$ cat src/rtl/branch_predictor_pkg.sv
// ----------------------------------------------------------------------------
// branch_predictor_pkg : control-flow opcodes and direction-counter constants
// Rev 1.0
// ----------------------------------------------------------------------------
`default_nettype none

package branch_predictor_pkg;

  typedef enum logic [4:0] {
    OP_J   = 5'b00001,
    OP_BNE = 5'b00010,
    OP_JAL = 5'b00011,
    OP_JR  = 5'b00100,
    OP_BLT = 5'b00110
  } opcode_e;

  localparam int         CTR_BITS_DEFAULT   = 2;
  localparam logic [1:0] CTR_WEAK_TAKEN     = 2'b10;
  localparam logic [1:0] CTR_WEAK_NOT_TAKEN = 2'b01;

endpackage

`default_nettype wire

$ cat src/rtl/branch_predictor_if.sv
// ----------------------------------------------------------------------------
// branch_predictor_if : fetch lookup and execute update bundle
// Rev 1.0
// ----------------------------------------------------------------------------
`default_nettype none

interface branch_predictor_if #(
  parameter int PC_WIDTH   = 32,
  parameter int STAT_WIDTH = 32
);
  logic [PC_WIDTH-1:0]   lookup_pc;
  logic                  pred_hit;
  logic                  pred_taken;
  logic [PC_WIDTH-1:0]   pred_target;
  logic                  upd_valid;
  logic [PC_WIDTH-1:0]   upd_pc;
  logic                  upd_taken;
  logic [PC_WIDTH-1:0]   upd_target;
  logic                  upd_pred_taken;
  logic [PC_WIDTH-1:0]   upd_pred_target;
  logic                  upd_mispredict;
  logic [STAT_WIDTH-1:0] stat_hits;
  logic [STAT_WIDTH-1:0] stat_mispredicts;

  modport master (
    output lookup_pc, upd_valid, upd_pc, upd_taken, upd_target,
           upd_pred_taken, upd_pred_target,
    input  pred_hit, pred_taken, pred_target, upd_mispredict,
           stat_hits, stat_mispredicts
  );

  modport slave (
    input  lookup_pc, upd_valid, upd_pc, upd_taken, upd_target,
           upd_pred_taken, upd_pred_target,
    output pred_hit, pred_taken, pred_target, upd_mispredict,
           stat_hits, stat_mispredicts
  );
endinterface

`default_nettype wire

$ cat src/rtl/branch_predictor_sat_counter.sv
// ----------------------------------------------------------------------------
// sat_counter : saturating up/down counter with load and clear
// Rev 1.0
// ----------------------------------------------------------------------------
`default_nettype none

module sat_counter #(
  parameter int CTR_BITS = 2
) (
  input  wire logic                clock,
  input  wire logic                reset,
  input  wire logic                clear,
  input  wire logic                load,
  input  wire logic                inc,
  input  wire logic                dec,
  input  wire logic [CTR_BITS-1:0] load_value,
  output logic      [CTR_BITS-1:0] count
);

  localparam logic [CTR_BITS-1:0] MAX_COUNT = '1;

  logic [CTR_BITS-1:0] r_count;

  always_ff @(posedge clock) begin
    if (reset || clear) begin
      r_count <= '0;
    end else if (load) begin
      r_count <= load_value;
    end else if (inc && (r_count != MAX_COUNT)) begin
      r_count <= r_count + CTR_BITS'(1);
    end else if (dec && (r_count != '0)) begin
      r_count <= r_count - CTR_BITS'(1);
    end
  end

  assign count = r_count;

endmodule

`default_nettype wire

$ cat src/rtl/branch_predictor.sv
// ----------------------------------------------------------------------------
// branch_predictor : direct-mapped BTB, saturating direction counters, optional gshare
// Rev 1.0
// ----------------------------------------------------------------------------
`default_nettype none

module branch_predictor
  import branch_predictor_pkg::*;
#(
  parameter int PC_WIDTH   = 32,
  parameter int INDEX_BITS = 4,
  parameter int TAG_BITS   = 8,
  parameter int CTR_BITS   = CTR_BITS_DEFAULT,
  parameter int GHR_BITS   = 0,
  parameter int STAT_WIDTH = 32
) (
  input wire logic         clock,
  input wire logic         reset,
  branch_predictor_if.slave bus
);

  localparam int ENTRIES = 1 << INDEX_BITS;
  localparam int GHR_W   = (GHR_BITS > 0) ? GHR_BITS : 1;
  localparam logic [CTR_BITS-1:0]   WEAK_TAKEN = CTR_BITS'(1) << (CTR_BITS - 1);
  localparam logic [STAT_WIDTH-1:0] STAT_MAX   = '1;

  logic [ENTRIES-1:0]    r_valid;
  logic [TAG_BITS-1:0]   r_tag    [ENTRIES];
  logic [PC_WIDTH-1:0]   r_target [ENTRIES];
  logic [CTR_BITS-1:0]   w_count  [ENTRIES];
  logic [GHR_W-1:0]      r_ghr;
  logic [STAT_WIDTH-1:0] r_stat_hits;
  logic [STAT_WIDTH-1:0] r_stat_mispredicts;

  logic [INDEX_BITS-1:0] w_ghr_ext;
  logic [INDEX_BITS-1:0] w_lk_idx;
  logic [TAG_BITS-1:0]   w_lk_tag;
  logic                  w_lk_hit;
  logic [INDEX_BITS-1:0] w_up_idx;
  logic [TAG_BITS-1:0]   w_up_tag;
  logic                  w_up_hit;
  logic                  w_mispredict;

  // History register; the update in flight always hashes with the pre-shift value
  if (GHR_BITS > 0) begin : g_ghr
    logic [GHR_W:0] w_ghr_shift;
    assign w_ghr_shift = {r_ghr, bus.upd_taken};
    assign w_ghr_ext   = INDEX_BITS'(r_ghr);

    always_ff @(posedge clock) begin
      if (reset) begin
        r_ghr <= '0;
      end else if (bus.upd_valid) begin
        r_ghr <= w_ghr_shift[GHR_W-1:0];
      end
    end
  end else begin : g_bimodal
    assign r_ghr     = '0;
    assign w_ghr_ext = '0;
  end

  if (PC_WIDTH > INDEX_BITS + TAG_BITS) begin : g_pc_high
    logic w_unused_pc_high;
    assign w_unused_pc_high = ^{bus.lookup_pc[PC_WIDTH-1:INDEX_BITS+TAG_BITS],
                                bus.upd_pc[PC_WIDTH-1:INDEX_BITS+TAG_BITS]};
  end

  assign w_lk_idx = bus.lookup_pc[INDEX_BITS-1:0] ^ w_ghr_ext;
  assign w_lk_tag = bus.lookup_pc[INDEX_BITS+TAG_BITS-1:INDEX_BITS];
  assign w_lk_hit = r_valid[w_lk_idx] && (r_tag[w_lk_idx] == w_lk_tag);

  assign w_up_idx = bus.upd_pc[INDEX_BITS-1:0] ^ w_ghr_ext;
  assign w_up_tag = bus.upd_pc[INDEX_BITS+TAG_BITS-1:INDEX_BITS];
  assign w_up_hit = r_valid[w_up_idx] && (r_tag[w_up_idx] == w_up_tag);

  assign bus.pred_hit    = w_lk_hit;
  assign bus.pred_taken  = w_lk_hit && w_count[w_lk_idx][CTR_BITS-1];
  assign bus.pred_target = w_lk_hit ? r_target[w_lk_idx] : '0;

  assign w_mispredict = bus.upd_valid &&
                        ((bus.upd_taken != bus.upd_pred_taken) ||
                         (bus.upd_taken && (bus.upd_target != bus.upd_pred_target)));
  assign bus.upd_mispredict = w_mispredict;

  for (genvar i = 0; i < ENTRIES; i++) begin : g_entry
    logic w_sel;
    assign w_sel = bus.upd_valid && (w_up_idx == INDEX_BITS'(i));

    sat_counter #(
      .CTR_BITS (CTR_BITS)
    ) u_ctr (
      .clock      (clock),
      .reset      (reset),
      .clear      (1'b0),
      .load       (w_sel && !w_up_hit && bus.upd_taken),
      .inc        (w_sel &&  w_up_hit && bus.upd_taken),
      .dec        (w_sel &&  w_up_hit && !bus.upd_taken),
      .load_value (WEAK_TAKEN),
      .count      (w_count[i])
    );
  end

  // A taken update writes valid/tag/target whether it hit or allocates; on a
  // hit the valid and tag writes are no-ops
  always_ff @(posedge clock) begin
    if (reset) begin
      r_valid <= '0;
      for (int i = 0; i < ENTRIES; i++) begin
        r_tag[i]    <= '0;
        r_target[i] <= '0;
      end
    end else if (bus.upd_valid && bus.upd_taken) begin
      r_valid[w_up_idx]  <= 1'b1;
      r_tag[w_up_idx]    <= w_up_tag;
      r_target[w_up_idx] <= bus.upd_target;
    end
  end

  always_ff @(posedge clock) begin
    if (reset) begin
      r_stat_hits        <= '0;
      r_stat_mispredicts <= '0;
    end else begin
      if (bus.upd_valid && bus.upd_pred_taken && (r_stat_hits != STAT_MAX)) begin
        r_stat_hits <= r_stat_hits + STAT_WIDTH'(1);
      end
      if (w_mispredict && (r_stat_mispredicts != STAT_MAX)) begin
        r_stat_mispredicts <= r_stat_mispredicts + STAT_WIDTH'(1);
      end
    end
  end

  assign bus.stat_hits        = r_stat_hits;
  assign bus.stat_mispredicts = r_stat_mispredicts;

endmodule

`default_nettype wire
$ cat src/flat_wrapper.sv
// flat-port wrapper written by rule: the top's interface ports become plain ports
module branch_predictor_flat import branch_predictor_pkg::*;
#(
  parameter int PC_WIDTH   = 32,
  parameter int INDEX_BITS = 4,
  parameter int TAG_BITS   = 8,
  parameter int CTR_BITS   = CTR_BITS_DEFAULT,
  parameter int GHR_BITS   = 0,
  parameter int STAT_WIDTH = 32
)
  (clock, reset, bus_lookup_pc, bus_upd_valid, bus_upd_pc, bus_upd_taken, bus_upd_target, bus_upd_pred_taken, bus_upd_pred_target, bus_pred_hit, bus_pred_taken, bus_pred_target, bus_upd_mispredict, bus_stat_hits, bus_stat_mispredicts);
  branch_predictor_if #(.PC_WIDTH(PC_WIDTH), .STAT_WIDTH(STAT_WIDTH)) bus_i ();
  input wire logic clock;
  input wire logic reset;
  input wire logic [$bits(bus_i.lookup_pc)-1:0] bus_lookup_pc;
  input wire logic [$bits(bus_i.upd_valid)-1:0] bus_upd_valid;
  input wire logic [$bits(bus_i.upd_pc)-1:0] bus_upd_pc;
  input wire logic [$bits(bus_i.upd_taken)-1:0] bus_upd_taken;
  input wire logic [$bits(bus_i.upd_target)-1:0] bus_upd_target;
  input wire logic [$bits(bus_i.upd_pred_taken)-1:0] bus_upd_pred_taken;
  input wire logic [$bits(bus_i.upd_pred_target)-1:0] bus_upd_pred_target;
  output wire logic [$bits(bus_i.pred_hit)-1:0] bus_pred_hit;
  output wire logic [$bits(bus_i.pred_taken)-1:0] bus_pred_taken;
  output wire logic [$bits(bus_i.pred_target)-1:0] bus_pred_target;
  output wire logic [$bits(bus_i.upd_mispredict)-1:0] bus_upd_mispredict;
  output wire logic [$bits(bus_i.stat_hits)-1:0] bus_stat_hits;
  output wire logic [$bits(bus_i.stat_mispredicts)-1:0] bus_stat_mispredicts;
  assign bus_i.lookup_pc = bus_lookup_pc;
  assign bus_i.upd_valid = bus_upd_valid;
  assign bus_i.upd_pc = bus_upd_pc;
  assign bus_i.upd_taken = bus_upd_taken;
  assign bus_i.upd_target = bus_upd_target;
  assign bus_i.upd_pred_taken = bus_upd_pred_taken;
  assign bus_i.upd_pred_target = bus_upd_pred_target;
  assign bus_pred_hit = bus_i.pred_hit;
  assign bus_pred_taken = bus_i.pred_taken;
  assign bus_pred_target = bus_i.pred_target;
  assign bus_upd_mispredict = bus_i.upd_mispredict;
  assign bus_stat_hits = bus_i.stat_hits;
  assign bus_stat_mispredicts = bus_i.stat_mispredicts;
  branch_predictor #(.PC_WIDTH(PC_WIDTH), .INDEX_BITS(INDEX_BITS), .TAG_BITS(TAG_BITS), .CTR_BITS(CTR_BITS), .GHR_BITS(GHR_BITS), .STAT_WIDTH(STAT_WIDTH)) u_core (.clock(clock), .reset(reset), .bus(bus_i));
endmodule
$ cat config.mk
export PLATFORM = sky130hd
export DESIGN_NAME = branch_predictor_flat
export DESIGN_NICKNAME = d
export VERILOG_FILES = /design/src/rtl/branch_predictor_pkg.sv /design/src/rtl/branch_predictor_if.sv /design/src/rtl/branch_predictor_sat_counter.sv /design/src/rtl/branch_predictor.sv /design/src/flat_wrapper.sv
export SDC_FILE = /design/constraint.sdc
export NUM_CORES = 1
export LEC_CHECK = 0
export CAP_MARGIN = 25
export CORE_MARGIN = 5
export CORE_UTILIZATION = 41
export CTS_BUF_LIST = sky130_fd_sc_hd__clkbuf_4 sky130_fd_sc_hd__clkbuf_8 sky130_fd_sc_hd__clkbuf_16
export DETAILED_ROUTE_END_ITERATION = 8
export PLACE_DENSITY_LB_ADDON = 0.25
export SKIP_CTS_REPAIR_TIMING = 1
export SYNTH_ARGS = -nofsm -noshare
export SYNTH_HDL_FRONTEND = slang
export SYNTH_SLANG_ARGS = --single-unit
$ cat constraint.sdc
create_clock -name clock -period 6.8 [get_ports clock]
set_input_delay 2.04 -clock clock [delete_from_list [all_inputs] [get_ports clock]]
set_output_delay 2.04 -clock clock [all_outputs]
set_load 0.005 [all_outputs]
; ---- Word level (Yosys, flattened, before mapping)
; Memories as Yosys holds them, arrays and structs flattened.
; Cells that the tools add are included.
; W data, S select, Z words.
[word_totals]
ff_bits = 112
ramBits = 640
inputBits = 133
output_inout_bits = 99
mem_count = 2
[mem_list]
columns = name, words, word_bits, rd, rd_clocked_by_memory_dff, wr, line
row1 = u_core.r_target, 16, 32, 1, 0, 16, branch_predictor.sv:29  ; logic [PC_WIDTH-1:0] r_target [ENTRIES];
row2 = u_core.r_tag, 16, 8, 2, 0, 16, branch_predictor.sv:28  ; logic [TAG_BITS-1:0] r_tag [ENTRIES];
[op_classes]
add_sub_neg = 34
order_cmp = 4
eq_ne = 37
mux = 69
n_bitwise = 2
reduce_logical = 208
[op_table]
columns = op, n
row1 = $logic_and A1 B1 Y1, 138
row2 = $mux W2, 50
row3 = $add A32 B1 Y32 const B, 2
row4 = $mux W32, 2
row5 = $ne A32 B32 Y1 const B, 2
row6 = $reduce_bool A2 Y1, 32
row7 = $reduce_bool A3 Y1, 16
row8 = $add A2 B1 Y2 const B, 16
row9 = $eq A4 B4 Y1 const B, 8
row10 = $ne A2 B2 Y1 const B, 16
row11 = $ne A32 B32 Y1, 1
row12 = $reduce_or A2 Y1, 16
row13 = $reduce_or A32 Y1, 1
row14 = $sub A2 B1 Y2 const B, 16
row15 = $eq A4 B3 Y1 const B, 4
row16 = $eq A8 B8 Y1, 2
row17 = $or A16 B16 Y16, 1
row18 = $lt A4 B5 Y1 const B, 2
row19 = $mux W1, 10
row20 = $bmux W1 S4, 2
row21 = $bmux W2 S4, 1
row22 = $eq A4 B2 Y1 const B, 2
row23 = $mux W4, 2
row24 = $mux W8, 1
row25 = 10 further kinds, 11

; ---- Longest topological paths before layout
; Gate-level depths: netlist of the first run.
[logic_depth]
ltp_word = 9
ltp_mapped = 12
depth_no_buf = 8

; ---- Modules after synthesis
; Synthesis of the first run repeated with hierarchy kept, for this count alone.
[hier_totals]
hier_cells = 2595
area_unflattened_um2 = 36362.4
[by_module_without_submodules]
columns = module, instances, cells_each, area_per_inst_um2, seq_area_each_um2
row1 = branch_predictor, 1, 2387, 34620.7, 20820.0
row2 = sat_counter, 16, 13, 108.9, 40.0

; ---- Worst setup path after synthesis of the first run
; No wires, ideal clock.
[synth_timing]
path_kind = input to output
start = input port bus_lookup_pc[0]
end = output port bus_pred_taken
arrival_time_ns = 4.603
path_slack_ns = 0.157
path_stages = 8
path_cell_list = clkbuf_1 > buf_4 > buf_2 > clkbuf_1 > buf_2 > mux4_2 > mux4_2 > and3_1
[synth_between]
elab_chain_cells = 5
[synth_lines]
columns = element, line
row1 = "start, declared", flat_wrapper.sv:15  ; input wire logic [$bits(bus_i.lookup_pc)-1:0] bus_lookup_pc;
row2 = "parallel branches: the longest is 4 deep, another holds $mem_v2 Z16 W8", n/a
row3 = $logic_and A1 B1 Y1 (*), branch_predictor.sv:77  ; assign bus.pred_taken = w_lk_hit && w_count[w_lk_idx][CTR_BITS-1];
row4 = "end, declared", flat_wrapper.sv:23  ; output wire logic [$bits(bus_i.pred_taken)-1:0] bus_pred_taken;
; Mark *: on every way between the ends. The select of a mux whose other input is x is not followed.

; ---- Worst setup path after layout of the first run
[layout_timing]
start = input port bus_lookup_pc[0]
end = output port bus_pred_target[8]
[layout_between]
elab_chain_cells = 4
[layout_lines]
columns = element, line
row1 = $mem_v2 Z16 W8 / $bmux W1 S4 (equally long branches), n/a
row2 = $eq A8 B8 Y1 / $mux W1 (equally long branches), branch_predictor.sv:70  ; assign w_lk_hit = r_valid[w_lk_idx] && (r_tag[w_lk_idx] == w_lk_tag);
row3 = $logic_and A1 B1 Y1, branch_predictor.sv:70
row4 = $mux W32 (*), branch_predictor.sv:78  ; assign bus.pred_target = w_lk_hit ? r_target[w_lk_idx] : '0;
row5 = "end, declared", flat_wrapper.sv:24  ; output wire logic [$bits(bus_i.pred_target)-1:0] bus_pred_target;
; Every way passes the cells marked *; elsewhere a longest branch is shown, timed or not. The select of a mux whose other input is x is not followed.

==> results of run 1 <==
==> kinds of logic after synthesis <==
kind of cell,count (synthesis)
AND/OR/NAND/NOR,1088
flip-flops,752
multiplexers,282
buffers and inverters,238
AO/OA/AOI/OAI,144
XOR/XNOR,89
adder cells (fa/ha/maj),2
==> synth_stat cells (28+ instances only) <==
cell	n
xor2_1	28
and3_1	49
dfxtp_1	112
clkbuf_1	174
nand2_1	66
mux2i_1	29
xnor2_1	61
and2_1	614
edfxtp_1	640
nor2_1	178
mux4_2	241
nor3_1	59
a21oi_1	45
==> layer usage <==
layer / wire [µm] / GRT usage / vias to the layer above
met5: 20 / 0 / -
met4: 3389 / 0.06559 / 2
met3: 8573 / 0.04223 / 203
met2: 53770 / 0.3863 / 1033
met1: 43220 / 0.2963 / 11905
li1: - / - / 9992
==> stage by stage <==
stage / TNS, ns / hold WS, ns / std cells
floorplan: 0 / 0.4519 / 2595
global placement: -12.33 / 0.4676 / 3858
detailed placement: -11.26 / 0.4823 / 3858
CTS: -11.90 / 0.4959 / 4016
global route: -3.839 / 0.5175 / 4025
finish: -3.146 / 0.5010 / 4025
==> worst min path at each step <==
stage	from	end	slack [ns]	cells past startpoint
CTS	u_core.r_valid[11]$_SDFFE_PP0P_	u_core.r_valid[11]$_SDFFE_PP0P_	0.50	2
finish	u_core.r_valid[11]$_SDFFE_PP0P_	u_core.r_valid[11]$_SDFFE_PP0P_	0.50	2
floorplan	u_core.r_valid[14]$_SDFFE_PP0P_	u_core.r_valid[14]$_SDFFE_PP0P_	0.45	2
global route	u_core.r_valid[11]$_SDFFE_PP0P_	u_core.r_valid[11]$_SDFFE_PP0P_	0.52	2
detailed placement	u_core.r_valid[11]$_SDFFE_PP0P_	u_core.r_valid[11]$_SDFFE_PP0P_	0.48	2
global placement	u_core.r_valid[3]$_SDFFE_PP0P_	u_core.r_valid[3]$_SDFFE_PP0P_	0.47	2
==> power breakdown <==
part | switching [µW] | internal (µW) | total [µW] | leakage [µW]
clock network | 1870 | 2580 | 4450 | 0.00137
logic | 531 | 425 | 956 | 0.00685
registers | 73.1 | 5220 | 5290 | 0.00700
==> flip-flops by register name, indices dropped and copies added, names as in the netlist <==
name,flops
u_core.r_target,512
u_core.g_entry.u_ctr.count,32
u_core.r_valid,16
u_core.bus.stat_mispredicts,32
u_core.r_tag,128
u_core.bus.stat_hits,32
==> layout make-up <==
cell class / instances / area share
Timing Repair Buffer: 325 / 0.07818
Inverter: 20 / 0.001739
Sequential cell: 752 / 0.4970
Clock buffer: 112 / 0.05480
Multi-Input combinational cell: 1605 / 0.3260
Clock inverter: 46 / 0.008519
Tap cell: 1165 / 0.03376
==> critical path: stages <==
cell and delay (ns):
buf_16 0.13, buf_12 0.14, mux4_2 0.51, mux4_2 0.58, xnor2_2 0.15, nand4_1 0.25
nor2_4 0.21, buf_4 0.19, clkbuf_16 0.16, and3_1 0.15, clkdlybuf4s50_1 0.51
==> impl_results.md, run 1 <==
- Worst reg2reg path startpoint: u_core.r_tag[7][5]$_SDFFCE_PN0P_
- Max-cap violations: 0
- Compound-Gate Fraction of Synth Area: 0.02761
- Row cnt: 109
- CTS tree: done
- Critical path type: in2out
- P per Cell Area: 247.8 mW/mm²
- Largest net degree at the start of global routing: 90
- Commonest non-fill, non-tap cell in the layout: edfxtp_1
- Fill cell count: 7600
- Placed Area: 0.04014 mm²
- Final Hold Fails: 0
- Layout Skew: 0.04711 ns
- Fin util: 0.4901
- CP endpoint kind: output port
- Core box area: 0.08810 mm²
- Die Y: 307.6 µm
- Clk root buf: clkbuf_16
- Register area: 0.02146 mm²
- Slew of the pin with the lowest slew margin: 1.041 ns
- H-Tree Depth: 3
- Ports: 232
- Minimum clock period: 7.083 ns
- FF-to-FF setup slack: 3.30 ns
- Worst R2R Path Depth: 9
- Status: finished, violations left
- Die area: 0.09459 mm²
- Most frequent cells in the layout: 640 x edfxtp_1, 614 x and2_1, 241 x mux4_2, 162 x clkdlybuf4s50_1, 161 x nor2_1
- Worst slew margin: 0.3060
- DR iter-0 viols: 2678
- Mapped Area: 0.03630 mm²
- Post-Syn Nets: 2730
- First-pass GRT wire length: 158100 µm
- Worst setup path end: bus_pred_target[8]
- Number of detailed-routing iterations run before antenna repair: 5
- Vias in the first global route: 23854
- Dpl ws: -0.4373 ns
- Violated checks: setup timing
- Worst setup path start: bus_lookup_pc[0]
- RSZ-0062 raised after global routing: true
- Dominant cell type by area after synthesis: edfxtp_1
- Area share of the largest cell type after synthesis: 0.5294
- Final Net Count: 2923
- Clock slew at reported path FFs: 0.06 ns
- Vias post-DR: 23135
- Fin area: 0.04318 mm²
- Die span in x: 307.6 µm
- Area growth syn-to-layout: 18.95%
- Hold Crit Class: reg2reg
- Clock Path Buffers: 3
- EDFF count, synth: 640
- Adder-Cell Fraction of Synth Area: 0.0006893
- Initial antenna violation count: 6
- Synth async-reset ratio: 0
- Crit path arrival time: 5.04 ns
- Post-DR vias/cell: 5.748
- Sequential share of the synthesized area: 0.5912
- Antenna-violating nets left: 0
- Drt wl/cell: 27.08 µm
- Synth Area in Simple Gates: 0.1710
- Grt total ovfl: 0
- Post-Syn Instances: 2595
- Multi-input gate area: 0.01408 mm²
- DRC viols: 0
- Post-Synth XOR/XNOR Area: 0.02147
- Final WS setup: -0.2827 ns
- GRT Total Usage: 0.2257
- Reg-to-Reg End: u_core.g_entry[6].u_ctr.count[0]$_SDFFE_PP0P_
- Final Cycle Share: 1.042
- Fmax: 141.2 MHz
- Port Buf Inserts: 191
- Top cells by area, synth: edfxtp_1 53%, mux4_2 15%, and2_1 11%, dfxtp_1 6.2%, nor2_1 1.8%
- Synthesized flop and latch total: 752
- Layout cells sized above 1: 0.2077
- CP Max Fanout: 8
- Ys Warns: 0
- Clock sink count: 752
- Worst path required time: 4.76 ns
- GP Congestion: 0.8571
- Startpoint Class: primary input
- Initial Util: 0.4120
- Final WL: 109000 µm
- Total design power: 10700 µW
- Synth Flop Type: edfxtp_1
- Leakage: 0.01523 µW
- Mapped Avg Cell Area: 13.99 µm²
- CTS Buf Count: 84
- Final HPWL DP: 64680 µm
- Mux share of post-synthesis cell area: 0.1612
- Distinct cells, synth: 66
- Max VDD drop: 0.1735 mV
- Ant. Diodes: 0
- Worst-skew pair later-pin latency: 0.65 ns
- Largest family of logic cells by synthesized area: simple AND/OR/NAND/NOR gates
- Pins Over Slew Limit: 0
- Endpoints failing setup: 12
(Power assumes the default switching activity.)
==> run 2, diff against run 1 <==
--- a/config.mk
+++ b/config.mk
@@ -6,6 +6,7 @@
 export NUM_CORES = 1
 export LEC_CHECK = 0
 export CAP_MARGIN = 25
+export CORE_ASPECT_RATIO = 0.5
 export CORE_MARGIN = 5
 export CORE_UTILIZATION = 41
 export CTS_BUF_LIST = sky130_fd_sc_hd__clkbuf_4 sky130_fd_sc_hd__clkbuf_8 sky130_fd_sc_hd__clkbuf_16
==> impl_results.md, run 2 (synthesized netlist as in run 1, its figures left out) <==
- Initial antenna violation count: 7
- Initial Util: 0.4122
- Core box area: 0.08806 mm²
- Largest register FFs: 512
- Clock slew at reported path FFs: 0.06 ns
- Clock sink count: 752
- DRC viols: 0
- CTS Buf Count: 71
- Die area: 0.09495 mm²
- Crit path arrival time: 4.88 ns
- GRT Total Usage: 0.2257
- Violated checks: setup timing
- CTS tree: done
- Flop pwr share: 0.503
- Grt total ovfl: 0
- Final Hold Fails: 0
- Clk root buf: clkbuf_16
- Worst path cell trace: buf_12, buf_12, buf_12, mux4_2, mux4_2, xnor2_1, nand4_1, nor2_4, buf_4, clkbuf_16, and3_1, clkdlybuf4s50_1
- Final Cycle Share: 1.018
- Worst path required time: 4.76 ns
- RSZ-0062 raised after global routing: true
- Hold Crit Depth: 2
- Port Buf Inserts: 191
- CP most frequent cell: buf_12
- P per Cell Area: 244.8 mW/mm²
- Clock Path Buffers: 3
- First-pass GRT wire length: 156000 µm
- Status: finished, violations left
- Vias post-DR: 22935
- Die Y: 220.4 µm
- Worst-skew pair later-pin latency: 0.65 ns
- Row cnt: 77
- CP endpoint kind: output port
- CP max stage cell: clkdlybuf4s50_1
- Comb pwr share: 0.092
- Fin cells: 4013
- Antenna-violating nets left: 0
- P_sw: 2457 µW
- Post-Place Cells: 3875
- Vias in the first global route: 22678
- Area growth syn-to-layout: 18.21%
- Final WL: 108600 µm
- Worst reg2reg path startpoint: u_core.r_tag[13][6]$_SDFFCE_PN0P_
- Worst R2R Path Depth: 9
- Hold Crit Class: reg2reg
- Int Power: 8048 µW
- Endpoints failing setup: 7
- Layout cells sized above 1: 0.2002
- Biggest register: u_core.r_target
- Worst slew margin: 0.3015
- Post-DR vias/cell: 5.715
- Layout Skew: 0.02353 ns
- GP Congestion: 0.7879
- Critical path type: in2out
- Minimum clock period: 6.920 ns
- Startpoint Class: primary input
- Most frequent cells in the layout: 640 x edfxtp_1, 614 x and2_1, 241 x mux4_2, 161 x nor2_1, 156 x clkdlybuf4s50_1
- HP Start: u_core.r_valid[2]$_SDFFE_PP0P_
- Final WS setup: -0.1197 ns
- Worst path max stage delay: 0.52 ns
- Drt wl/cell: 27.06 µm
- FF-to-FF setup slack: 3.39 ns
- Commonest non-fill, non-tap cell in the layout: edfxtp_1
- CP Max Fanout: 5
- Number of detailed-routing iterations run before antenna repair: 6
- Worst hold endpoint: u_core.r_valid[2]$_SDFFE_PP0P_
- Dpl ws: -0.1845 ns
- Leakage: 0.01521 µW
- Clock power share: 0.405
- Fmax: 144.5 MHz
- DR iter-0 viols: 2644
- Pins Over Slew Limit: 0
- Largest net degree at the start of global routing: 98
- Largest regs: u_core.r_target (512), u_core.r_tag (128)
- Max-cap violations: 0
- Max VDD drop: 0.1660 mV
- H-Tree Depth: 3
- Reg-to-Reg End: u_core.g_entry[13].u_ctr.count[0]$_SDFFE_PP0P_
- Ports: 232
- Die span in x: 430.8 µm
- Final Net Count: 2906
- Switch share: 0.2339
- Final HPWL DP: 62250 µm
- Slew of the pin with the lowest slew margin: 1.048 ns
run 2: area by class of cell:
type | count | area [µm²]
Fill cell | 7584 | 45150
Sequential cell | 752 | 21460
Multi-Input combinational cell | 1605 | 14050
Timing Repair Buffer | 321 | 3391
Clock buffer | 90 | 1949
Tap cell | 1185 | 1483
Clock inverter | 39 | 495.5
Inverter | 20 | 75.07
Antenna cell | 1 | 2.502
run 2: how the worst max path moves through the flow:
stage,from,to,slack [ns],cells after the start
3_5_place_dp,bus_lookup_pc[0],bus_pred_target[31],-0.18,11
5_1_grt,bus_lookup_pc[0],bus_pred_target[30],-0.18,12
3_3_place_gp,bus_lookup_pc[0],bus_pred_target[31],-0.18,11
6_report,bus_lookup_pc[0],bus_pred_target[30],-0.12,12
4_1_cts,bus_lookup_pc[0],bus_pred_target[31],-0.19,11
2_1_floorplan,bus_lookup_pc[0],bus_pred_taken,0.16,8
run 2: power by group through the flow:
stage	Sequential, µW	Combinational (µW)	Clock (µW)
2_1_floorplan	5360	555	0
3_3_place_gp	5370	951	0
3_5_place_dp	5390	956	0
4_1_cts	5280	958	4320
5_1_grt	5300	1020	4510
6_report	5280	966	4250
run 2: routing by layer:
| layer | global-route usage | wire (µm) | vias up |
|---|---|---|---|
| met5 | 0 | 0 | - |
| met4 | 0.07007 | 3025 | 0 |
| met3 | 0.04804 | 9978 | 141 |
| met2 | 0.3597 | 50630 | 1051 |
| met1 | 0.3137 | 44950 | 11825 |
| li1 | - | - | 9918 |
run 2: critical path, delay by kind of cell:
kind	cells	cell delay [ns]
AND/OR/NAND/NOR	3	0.46
buffers and inverters	6	1.22
XOR/XNOR	1	0.16
multiplexers	2	0.99
run 2: metrics by stage:
step           TNS [ns]  hold slack, ns  area [µm²]    util  power (µW)
5_1_grt          -1.213          0.5212       42910  0.4873       10830
4_1_cts          -4.262          0.5031       42660  0.4845       10560
3_5_place_dp     -4.041          0.4898       40220  0.4567        6341
3_3_place_gp     -4.190          0.4679       40220  0.4567        6322
2_1_floorplan         0          0.4519       36300       -        5910
6_report        -0.6691          0.5009       42910  0.4873       10510
==> run 3, diff against run 2 <==
--- a/config.mk
+++ b/config.mk
@@ -5,7 +5,7 @@
 export SDC_FILE = /design/constraint.sdc
 export NUM_CORES = 1
 export LEC_CHECK = 0
-export CAP_MARGIN = 25
+export CAP_MARGIN = 5
 export CORE_ASPECT_RATIO = 0.5
 export CORE_MARGIN = 5
 export CORE_UTILIZATION = 41
@@ -13,6 +13,7 @@
 export DETAILED_ROUTE_END_ITERATION = 8
 export PLACE_DENSITY_LB_ADDON = 0.25
 export SKIP_CTS_REPAIR_TIMING = 1
+export SLEW_MARGIN = 40
 export SYNTH_ARGS = -nofsm -noshare
 export SYNTH_HDL_FRONTEND = slang
 export SYNTH_SLANG_ARGS = --single-unit
==> impl_results.md, run 3 (synthesized netlist as in run 1, its figures left out) <==
- Layout cells sized above 1: 0.2007
- H-Tree Depth: 3
- Ports: 232
- Violated checks: setup timing
- CP endpoint kind: output port
- Pins Over Slew Limit: 0
- DR iter-0 viols: 2719
- Delay-heaviest family, CP: buffers and inverters
- CP max stage cell: mux4_2
- Routed met2 length: 51710 µm
- Fin area: 0.04292 mm²
- Antenna-violating nets left: 0
- Status: finished, violations left
- CTS Buf Count: 71
- Crit path arrival time: 4.93 ns
- Leakage: 0.01518 µW
- Met3 wire len: 7851 µm
- Final Net Count: 2910
- Vias post-DR: 23006
- Drt wl/cell: 27.18 µm
- Max-cap violations: 0
- Hold Crit Class: reg2reg
- Placed Area: 0.04024 mm²
- Row cnt: 77
- Final HPWL DP: 62260 µm
- Clk root buf: clkbuf_16
- First-pass GRT wire length: 156500 µm
- GP Congestion: 0.7879
- Slew of the pin with the lowest slew margin: 0.8807 ns
- RSZ-0062 raised after global routing: true
- CP Max Fanout: 7
- CTS tree: done
- Largest register FFs: 512
- Endpoints failing setup: 9
- GRT Total Usage: 0.2260
- Minimum clock period: 6.967 ns
- Biggest register: u_core.r_target
- Final WL: 109200 µm
- Clock slew at reported path FFs: 0.06 ns
- Initial Util: 0.4122
- Die Y: 220.4 µm
- Die area: 0.09495 mm²
- Final Cycle Share: 1.025
- Startpoint Class: primary input
- Worst path max stage delay: 0.51 ns
- Post-DR vias/cell: 5.724
- Fmax: 143.5 MHz
- Worst-skew pair later-pin latency: 0.66 ns
- CP most frequent cell: buf_12
- Top Metal Used: met4
- Area growth syn-to-layout: 18.24%
- P per Cell Area: 242.2 mW/mm²
- Worst path required time: 4.76 ns
- Worst slew margin: 0.4129
- Initial antenna violation count: 2
- Clock Path Buffers: 3
- Commonest non-fill, non-tap cell in the layout: edfxtp_1
- Wire length on met1: 47300 µm
- WHS: 0.5037 ns
- Layout Skew: 0.01878 ns
- Dpl ws: -0.1767 ns
- Largest net degree at the start of global routing: 98
- Vias in the first global route: 22601
- DRC viols: 0
- Grt total ovfl: 0
- Largest regs: u_core.r_target (512), u_core.r_tag (128)
- Max VDD drop: 0.1658 mV
- Worst path cell trace: buf_12, buf_12, mux4_2, mux4_2, xnor2_1, nand4_1, nor2_4, buf_12, buf_8, and3_1, clkdlybuf4s50_1
- Number of detailed-routing iterations run before antenna repair: 5
- Port Buf Inserts: 191
- Core box area: 0.08806 mm²
- Final Hold Fails: 0
- Fill cell count: 7545
- Worst path bufs/invs: 5
- FF-to-FF setup slack: 3.51 ns
- Die span in x: 430.8 µm
- Clock sink count: 752
- Critical path type: in2out
- Final WS setup: -0.1671 ns
- Most frequent cells in the layout: 640 x edfxtp_1, 614 x and2_1, 241 x mux4_2, 161 x nor2_1, 158 x clkdlybuf4s50_1
## run 3: where the power goes
part           switching [µW]  internal, µW
combinational             538           430
sequential               72.7          5210
clock                    1830          2310
## run 3: worst register-to-register path, stage by stage (launching register included)
cell,delay [ns]
edfxtp_1,0.39
mux4_2,0.48
mux2i_1,0.43
o22ai_1,0.18
o32ai_2,0.39
o21ai_2,0.23
nor4_4,0.65
a21oi_1,0.17
a311oi_1,0.27
## run 3: cell type report
cell class                      instances  area, µm²  area share
Timing Repair Buffer                  325       3472     0.08089
Clock inverter                         32      311.5    0.007258
Sequential cell                       752      21460      0.5000
Antenna cell                            4      10.01   0.0002332
Clock buffer                           96       2066     0.04813
Tap cell                             1185       1483     0.03454
Inverter                               20      75.07    0.001749
Multi-Input combinational cell       1605      14050      0.3272
## run 3: per-layer routing
layer	GRT usage	up-vias
met5	0	-
met4	0.05780	0
met3	0.03475	128
met2	0.3668	949
met1	0.3224	11992
li1	-	9937
## run 3: stage by stage
stage	instances	power (µW)	TNS (ns)	util
finish	4019	10400	-1.206	0.4875
floorplan	2595	5910	0	-
CTS	4003	10450	-4.177	0.4839
detailed placement	3875	6342	-3.999	0.4569
global route	4017	10720	-1.744	0.4874
global placement	3875	6322	-4.190	0.4567
## run 3: worst paths after layout
path | endpoint | start | cells past startpoint
setup / recovery | bus_pred_target[23] | bus_lookup_pc[0] | 11
hold / removal | u_core.r_valid[12]$_SDFFE_PP0P_ | u_core.r_valid[12]$_SDFFE_PP0P_ | 2
hold reg to reg | u_core.r_valid[12]$_SDFFE_PP0P_ | u_core.r_valid[12]$_SDFFE_PP0P_ | 2
setup reg to reg | u_core.g_entry[12].u_ctr.count[0]$_SDFFE_PP0P_ | u_core.r_tag[15][5]$_SDFFCE_PN0P_ | 8
